==> config.mk <==
export PLATFORM = sky130hd
export DESIGN_NAME = input_conditioner
export DESIGN_NICKNAME = d
export VERILOG_FILES = /design/src/rtl/input_conditioner_pkg.sv /design/src/rtl/debounce_cell.sv /design/src/rtl/input_conditioner.sv
export SDC_FILE = /design/constraint.sdc
export NUM_CORES = 1
export LEC_CHECK = 0
export CAP_MARGIN = 40
export CORE_AREA = 2 2 218 220
export DETAILED_ROUTE_END_ITERATION = 8
export DIE_AREA = 0 0 220 222
export GPL_ROUTABILITY_DRIVEN = 0
export SLEW_MARGIN = 20
export SYNTH_ARGS = -nofsm -noshare
export SYNTH_HDL_FRONTEND = slang
export SYNTH_SLANG_ARGS = --single-unit
==> constraint.sdc <==
create_clock -name clk -period 3.6 [get_ports clk]
set_clock_uncertainty 0.15 [all_clocks]
set_input_delay 1.08 -clock clk [delete_from_list [all_inputs] [get_ports clk]]
set_output_delay 1.08 -clock clk [all_outputs]
set_load 0.005 [all_outputs]
==> src/rtl/input_conditioner_pkg.sv <==
// Shared constants and types for the button input conditioner.
package input_conditioner_pkg;

  localparam int unsigned NUM_BUTTONS = 7;
  localparam int unsigned NUM_DIRS    = 4;

  // Button bit positions on raw_buttons / held / pulse buses.
  localparam int unsigned BTN_UP    = 0;
  localparam int unsigned BTN_DOWN  = 1;
  localparam int unsigned BTN_LEFT  = 2;
  localparam int unsigned BTN_RIGHT = 3;
  localparam int unsigned BTN_A     = 4;
  localparam int unsigned BTN_B     = 5;
  localparam int unsigned BTN_START = 6;

  // Auto-repeat state for each direction button.
  typedef enum logic [1:0] {
    StIdle   = 2'd0,
    StDelay  = 2'd1,
    StRepeat = 2'd2
  } rpt_state_e;

  // Counter width able to hold limit-1, never narrower than one bit.
  function automatic int unsigned cnt_width(input int unsigned limit);
    return (limit < 2) ? 1 : $clog2(limit);
  endfunction

endpackage

==> src/rtl/debounce_cell.sv <==
// One button: synchroniser, debounce counter, held level and edge pulses.
module debounce_cell
  import input_conditioner_pkg::*;
#(
  parameter int unsigned DEBOUNCE_CYCLES = 500_000,
  parameter bit          ACTIVE_LOW      = 1'b1
) (
  input  logic clk,
  input  logic reset,
  input  logic raw,
  output logic level,
  output logic held,
  output logic press_pulse,
  output logic release_pulse
);

  localparam int unsigned     CntW    = cnt_width(DEBOUNCE_CYCLES);
  localparam logic [CntW-1:0] CntLast = CntW'(DEBOUNCE_CYCLES - 1);

  logic [1:0]      sync_q;
  logic [CntW-1:0] cnt_q;
  logic            level_q;
  logic            held_q;
  logic            press_q;
  logic            release_q;
  logic            raw_pressed;
  logic            differs;

  // Polarity is fixed before the synchroniser so that cleared flops read as released;
  // otherwise an active-low pin would look pressed for two cycles after reset.
  assign raw_pressed = ACTIVE_LOW ? ~raw : raw;
  assign differs     = sync_q[1] ^ level_q;

  // Two-flop synchroniser on the normalised pin.
  always_ff @(posedge clk) begin
    if (reset) begin
      sync_q <= '0;
    end else begin
      sync_q <= {sync_q[0], raw_pressed};
    end
  end

  // Count consecutive disagreeing cycles; flip the level once the run is long enough.
  always_ff @(posedge clk) begin
    if (reset) begin
      cnt_q   <= '0;
      level_q <= 1'b0;
    end else if (!differs) begin
      cnt_q <= '0;
    end else if (cnt_q >= CntLast) begin
      level_q <= ~level_q;
      cnt_q   <= '0;
    end else begin
      cnt_q <= cnt_q + 1'b1;
    end
  end

  // Registered held output with press/release pulses aligned to its edges.
  always_ff @(posedge clk) begin
    if (reset) begin
      held_q    <= 1'b0;
      press_q   <= 1'b0;
      release_q <= 1'b0;
    end else begin
      held_q    <= level_q;
      press_q   <= level_q & ~held_q;
      release_q <= ~level_q & held_q;
    end
  end

  assign level         = level_q;
  assign held          = held_q;
  assign press_pulse   = press_q;
  assign release_pulse = release_q;

endmodule

==> src/rtl/input_conditioner.sv <==
// Debounces seven buttons and adds auto-repeat move events on the four directions.
module input_conditioner
  import input_conditioner_pkg::*;
#(
  parameter int unsigned DEBOUNCE_CYCLES = 500_000,
  parameter int unsigned REPEAT_DELAY    = 25_000_000,
  parameter int unsigned REPEAT_RATE     = 6_250_000,
  parameter bit          ACTIVE_LOW      = 1'b1
) (
  input  logic                   clk,
  input  logic                   reset,
  input  logic [NUM_BUTTONS-1:0] raw_buttons,
  output logic [NUM_BUTTONS-1:0] held,
  output logic [NUM_BUTTONS-1:0] press_pulse,
  output logic [NUM_BUTTONS-1:0] release_pulse,
  output logic [NUM_DIRS-1:0]    move_pulse
);

  localparam int unsigned RptLimit = (REPEAT_DELAY > REPEAT_RATE) ? REPEAT_DELAY : REPEAT_RATE;
  localparam int unsigned RptW     = cnt_width(RptLimit);
  // The counter is 0 on the edge after the press pulse, so the first repeat lands
  // REPEAT_DELAY edges after the press when it holds REPEAT_DELAY-2. Needs REPEAT_DELAY >= 2.
  localparam logic [RptW-1:0] DelayLast = RptW'(REPEAT_DELAY - 2);
  localparam logic [RptW-1:0] RateLast  = RptW'(REPEAT_RATE - 1);

  logic [NUM_BUTTONS-1:0] level;
  logic [NUM_DIRS-1:0]    repeat_pulse;
  logic                   unused_level;

  for (genvar b = 0; b < NUM_BUTTONS; b++) begin : g_btn
    debounce_cell #(
      .DEBOUNCE_CYCLES(DEBOUNCE_CYCLES),
      .ACTIVE_LOW     (ACTIVE_LOW)
    ) u_cell (
      .clk          (clk),
      .reset        (reset),
      .raw          (raw_buttons[b]),
      .level        (level[b]),
      .held         (held[b]),
      .press_pulse  (press_pulse[b]),
      .release_pulse(release_pulse[b])
    );
  end

  for (genvar d = 0; d < NUM_DIRS; d++) begin : g_dir
    rpt_state_e      state_q;
    logic [RptW-1:0] cnt_q;
    logic            rep_q;

    // Auto-repeat FSM; aborts on the internal level so no pulse coincides with held falling.
    always_ff @(posedge clk) begin
      if (reset) begin
        state_q <= StIdle;
        cnt_q   <= '0;
        rep_q   <= 1'b0;
      end else begin
        rep_q <= 1'b0;
        unique case (state_q)
          StIdle: begin
            if (press_pulse[d]) begin
              state_q <= StDelay;
              cnt_q   <= '0;
            end
          end
          StDelay: begin
            if (!level[d]) begin
              state_q <= StIdle;
            end else if (cnt_q >= DelayLast) begin
              state_q <= StRepeat;
              cnt_q   <= '0;
              rep_q   <= 1'b1;
            end else begin
              cnt_q <= cnt_q + 1'b1;
            end
          end
          StRepeat: begin
            if (!level[d]) begin
              state_q <= StIdle;
            end else if (cnt_q >= RateLast) begin
              cnt_q <= '0;
              rep_q <= 1'b1;
            end else begin
              cnt_q <= cnt_q + 1'b1;
            end
          end
          default: begin
            state_q <= StIdle;
            cnt_q   <= '0;
          end
        endcase
      end
    end

    assign repeat_pulse[d] = rep_q;
  end

  assign move_pulse   = press_pulse[NUM_DIRS-1:0] | repeat_pulse;
  // a, b and start have no auto-repeat, so their internal levels go nowhere.
  assign unused_level = ^level[BTN_START:NUM_DIRS];

endmodule

== Word level (Yosys, flattened, before mapping) ==
Index checks and enable logic that the tools add are counted.

* Register bits after elaboration: 287
* Input bits: 9
* Logic and storage cells: 248

* Add/subtract/negate cells: 11
* Order comparisons: 15
* Equal/unequal tests: 28
* Muxes and demuxes: 64
* Bitwise gates (word level): 50
* Reduce and logical (&&, ||, !) cells: 26

{| class="wikitable"
|+ Operators with widths
! operator !! count
|-
| $mux 25 || 20
|-
| $pmux 25 s3 || 4
|-
| $add 19x1->19 const B || 7
|-
| $ge 19x19->1 const B || 7
|-
| $add 25x1->25 const B || 4
|-
| $ge 25x23->1 const B || 4
|-
| $ge 25x25->1 const B || 4
|-
| $mux 2 || 16
|-
| $not 1->1 || 28
|-
| $ne 2x1->1 const B || 12
|-
| $pmux 2 s3 || 4
|-
| $reduce_and 3->1 || 8
|-
| $reduce_or 3->1 || 7
|-
| $mux 1 || 16
|-
| $and 1x1->1 || 14
|-
| $reduce_and 2->1 || 7
|-
| $ne 3x3->1 const B || 4
|-
| $eq 2x1->1 const B || 4
|-
| $eq 2x2->1 const B || 4
|-
| $logic_not 2->1 || 4
|-
| $ne 2x2->1 const B || 4
|-
| $pmux 1 s2 || 4
|-
| $xor 1x1->1 || 7
|-
| $or 4x4->4 || 1
|}

== Logic depth before layout (Yosys ltp) ==
* Depth in word-level cells: 4
* Mapped depth: 11
* Mapped depth without buffers: 9

== Modules after synthesis ==
From an unflattened synthesis, not the netlist that was laid out.

* Cells, all modules: 1,658
* Area, all modules: 14,431.3 sq um

{| class="wikitable"
|+ By module, submodules not included
! module !! times used !! cells each !! area an instance (sq um)
|-
| debounce_cell || 7 || 117 || 1,116.1
|-
| input_conditioner || 1 || 839 || 6,618.8
|}

== Worst setup path after synthesis ==
Ideal clock, no wire load.

* Path type: reg2reg
* Start point: reg g_dir[3].cnt_q[4]
* End point: reg g_dir[3].cnt_q[15]
* Setup time: 130 ps
* Arrival: 2,243 ps
* Path slack: 1,077 ps
* Stages on the path, launching flop included: 10
* Path buffers: 2
* Path through: dfxtp_1 -> buf_2 -> or3b_2 -> or4_1 -> a211o_1 -> a22o_4 -> and2_4 -> buf_6 -> a21oi_2 -> o32ai_1

* Cells in the longest elaborated chain, start to end: 4

{| class="wikitable"
|+ Ends and longest elaborated chain
! item !! RTL line !! RTL
|-
| start, declared || input_conditioner.sv:47 || <nowiki>logic [RptW-1:0] cnt_q;</nowiki>
|-
| start signal, assigned || input_conditioner.sv:73 || <nowiki>cnt_q <= cnt_q + 1'b1;</nowiki>
|-
| start signal, assigned || input_conditioner.sv:83 || <nowiki>cnt_q <= cnt_q + 1'b1;</nowiki>
|-
| $add 25x1->25 (tied with other cells) || input_conditioner.sv:73, input_conditioner.sv:83 ||
|-
| $mux 25 (on tied branches) || input_conditioner.sv:79, input_conditioner.sv:68 ||
|-
| $mux 25 (on tied branches) || input_conditioner.sv:77, input_conditioner.sv:66 ||
|-
| $pmux 25 s3 * || input_conditioner.sv:58 || <nowiki>unique case (state_q)</nowiki>
|}

Mark *: on every way between the ends. The rest lies on a longest branch, timed or not. The select of a mux whose other input is x is not followed.
A chain may end at the register's enable or synchronous reset.

== Worst setup path in the final report ==
* Start point: reg g_btn[3].u_cell.press_q
* End point: out move_pulse[3]

* Cells in the longest elaborated chain, start to end: 1

{| class="wikitable"
|+ Ends and longest elaborated chain
! item !! RTL line !! RTL
|-
| start, declared || debounce_cell.sv:24 || <nowiki>logic press_q;</nowiki>
|-
| start signal, assigned || debounce_cell.sv:66 || <nowiki>press_q <= level_q & ~held_q;</nowiki>
|-
| $or 4x4->4 || input_conditioner.sv:97 || <nowiki>assign move_pulse = press_pulse[NUM_DIRS-1:0] | repeat_pulse;</nowiki>
|-
| end, declared || input_conditioner.sv:16 || <nowiki>output logic [NUM_DIRS-1:0] move_pulse</nowiki>
|}

No other way between the ends.

==> flow_summary.ini <==
[route]
drtAntennaViolNets = 0
drt_first_iter_violations = 541
wl_per_cell_um = 12.7
remaining_drc_errors = 0
drt-pass1-iter-count = 5
num_vias = 11289
wl_um = 28900
via_per_inst = 4.95

[yosys]
syn_area_sq_mm = 0.0138
synth_fp_nets = 1699
synth.distinct_cells = 78
synth-edff-count = 0
synth-seq-cells = 287
avgSynthCellArea_sq_um = 8.29
synth_seq_area_share_pct = 41.7
synth_async_sr_flop_share_pct = 0
ys.flop_type = dfxtp_1
synthCells = 1663
ys_warn_count = 0

[power_and_ir_drop]
p_leak_nw = 5.01
p_per_area_mw_per_mm2 = 428
vdd_ir_drop_max_v = 0.000336

[finish]
mostFrequentLayoutCells = dfxtp_1, nor2_1, nand2_1, nand3_1, xor2_1
n_antenna_cell = 0
drive_gt1_share_pct = 6.39
nets = 1690
n_fill_cell = 4746
area_growth_pct = 13.5
layout_commonest_cell = dfxtp_1

[sta]
hold_viol = 0
setup_viol = 0
tns_ns = 0
rsz0062_at_grt = no
whs_ns = 0.279
drv_slew = 0
timing.slew.headroom_pct = 45.9
worst_pin_slew_ns = 0.805
min_period_ns = 2.96
fin_crit_sh_pct = 82.1
max_freq_mhz = 338

[grt]
grtUsageTotal_pct = 11.7
grt_pass1_wl_um = 50000
grt_pass1_vias = 10704
grt_max_degree = 69
overflow = 0
antenna_found_initial = 0

[critical_path]
arrival_ns = 1.73
path_cells = or2_2 > clkdlybuf4s50_1
cpPeakStageDelay_ns = 0.46
cp.required_ns = 2.37
cp-end-kind = output pin
crit_type = flip-flop to output pin
critical-path-slowest-cell = clkdlybuf4s50_1
crit_path_start_kind = flip-flop
cp_max_fo = 4
setup.worst_path.start = g_btn[3].u_cell.press_pulse
r2r-start = g_dir[1].cnt_q[1]

[floorplan]
core_area_sq_mm = 0.0463
start_util_pct = 29.8
die_x_um = 220
die-area_sq_mm = 0.0488
pin_count = 34
die_h_um = 222
rows = 79

[cts]
path_clk_slew_ns = 0.06
numCtsBuffers = 31
cts_tree = done
postCtsSetupBuffers = 0
htree_num_levels = 1
clockBufferDepth = 3
clock_latency_ns = 0.57
clock-sinks = 287
cts-hold-fix-buffers = 0
cts_resized = 0
clock-root-buffer = clkbuf_16

[place]
portBuffers = 33
hpwl_um = 19700

[job]
drv_cap = 0

[status]
status = completed

[worst_hold_path]
hp-class = flip-flop to flip-flop
min_from = g_btn[5].u_cell.held
per-layer routing:
layer	global-route usage, %	routed length (um)	up-vias
met5	0	0	-
met4	3.18	456	0
met3	1.98	1120	36
met2	19.9	13500	151
met1	15.3	13800	5309
li1	-	-	5793
flip-flops by register name (all words and copies together) (netlist names):
register	count
g_btn.u_cell.sync_q	14
g_btn.u_cell.release_pulse	7
g_btn.u_cell.cnt_q	133
g_btn.u_cell.held	7
g_btn.u_cell.level	7
g_dir.rep_q	4
g_dir.state_q	8
g_btn.u_cell.press_pulse	7
g_dir.cnt_q	100
worst max-delay path: cells and delay by family, from the launching register on:
| family | cells | cell delay, ns |
|---|---|---|
| and+or+nand+nor | 1 | 0.36 |
| DFF | 1 | 0.34 |
| buffers and inverters | 1 | 0.46 |
stage by stage:
step	power (W)	setup slack [ns]	instance area [sq um]	cells	util, %
2_1_floorplan	0.00336	1.08	13800	1663	-
5_1_grt	0.00695	0.523	15600	2281	33.8
3_5_place_dp	0.00340	0.731	14600	2227	31.5
3_3_place_gp	0.00340	0.836	14500	2226	31.4
6_report	0.00670	0.643	15600	2281	33.8
4_1_cts	0.00681	0.605	15600	2280	33.8
cell families after synthesis:
group,after synthesis,synth area share [%]
buffers and inverters,135,4.47
adders and majority gates,27,2.45
DFF,287,41.7
and+or+nand+nor,850,30.6
muxes,8,0.590
xor gates and xnor gates,149,9.47
AOI/OAI and AO/OA,207,10.8
synth_stat cells (all sizes together), types with 25 or more instances:
cell type,instances,share of area [%]
buf,34,1.7
dfxtp,287,42
o21ai,36,1.3
inv,44,1.2
nand2,151,4.1
nor3,55,2.0
or3,25,1.2
nand3,117,4.3
and3,50,2.3
clkbuf,57,1.6
a21oi,56,2.1
nand4,62,2.8
nor2,263,7.2
nor2b,28,1.3
ha,27,2.5
xnor2,59,3.7
xor2,90,5.7
worst paths after layout:
check                           endpoint  slack (ns)  cells after the start
max reg2reg           g_dir[1].cnt_q[15]        0.75                      9
min reg2reg  g_btn[5].u_cell.press_pulse        0.28                      1
max                        move_pulse[3]        0.64                      2
min          g_btn[5].u_cell.press_pulse        0.28                      1
layout make-up:
class,count,area [sq um],area share [%]
Clock buffer,37,848,5.42
Clock inverter,16,236,1.51
Inverter,44,165,1.06
Multi-Input combinational cell,1241,7420,47.4
Sequential cell,287,5750,36.7
Tap cell,607,759,4.85
Timing Repair Buffer,49,468,2.99
power by group:
group / internal (W) / switching (W) / total [W]
clock network: 0.00209 / 0.00128 / 0.00337
logic: 0.0000387 / 0.0000970 / 0.000136
registers: 0.00319 / 0.00000755 / 0.00320
total: 0.00531 / 0.00139 / 0.00670
No activity file was read; power rests on OpenSTA's default activity.
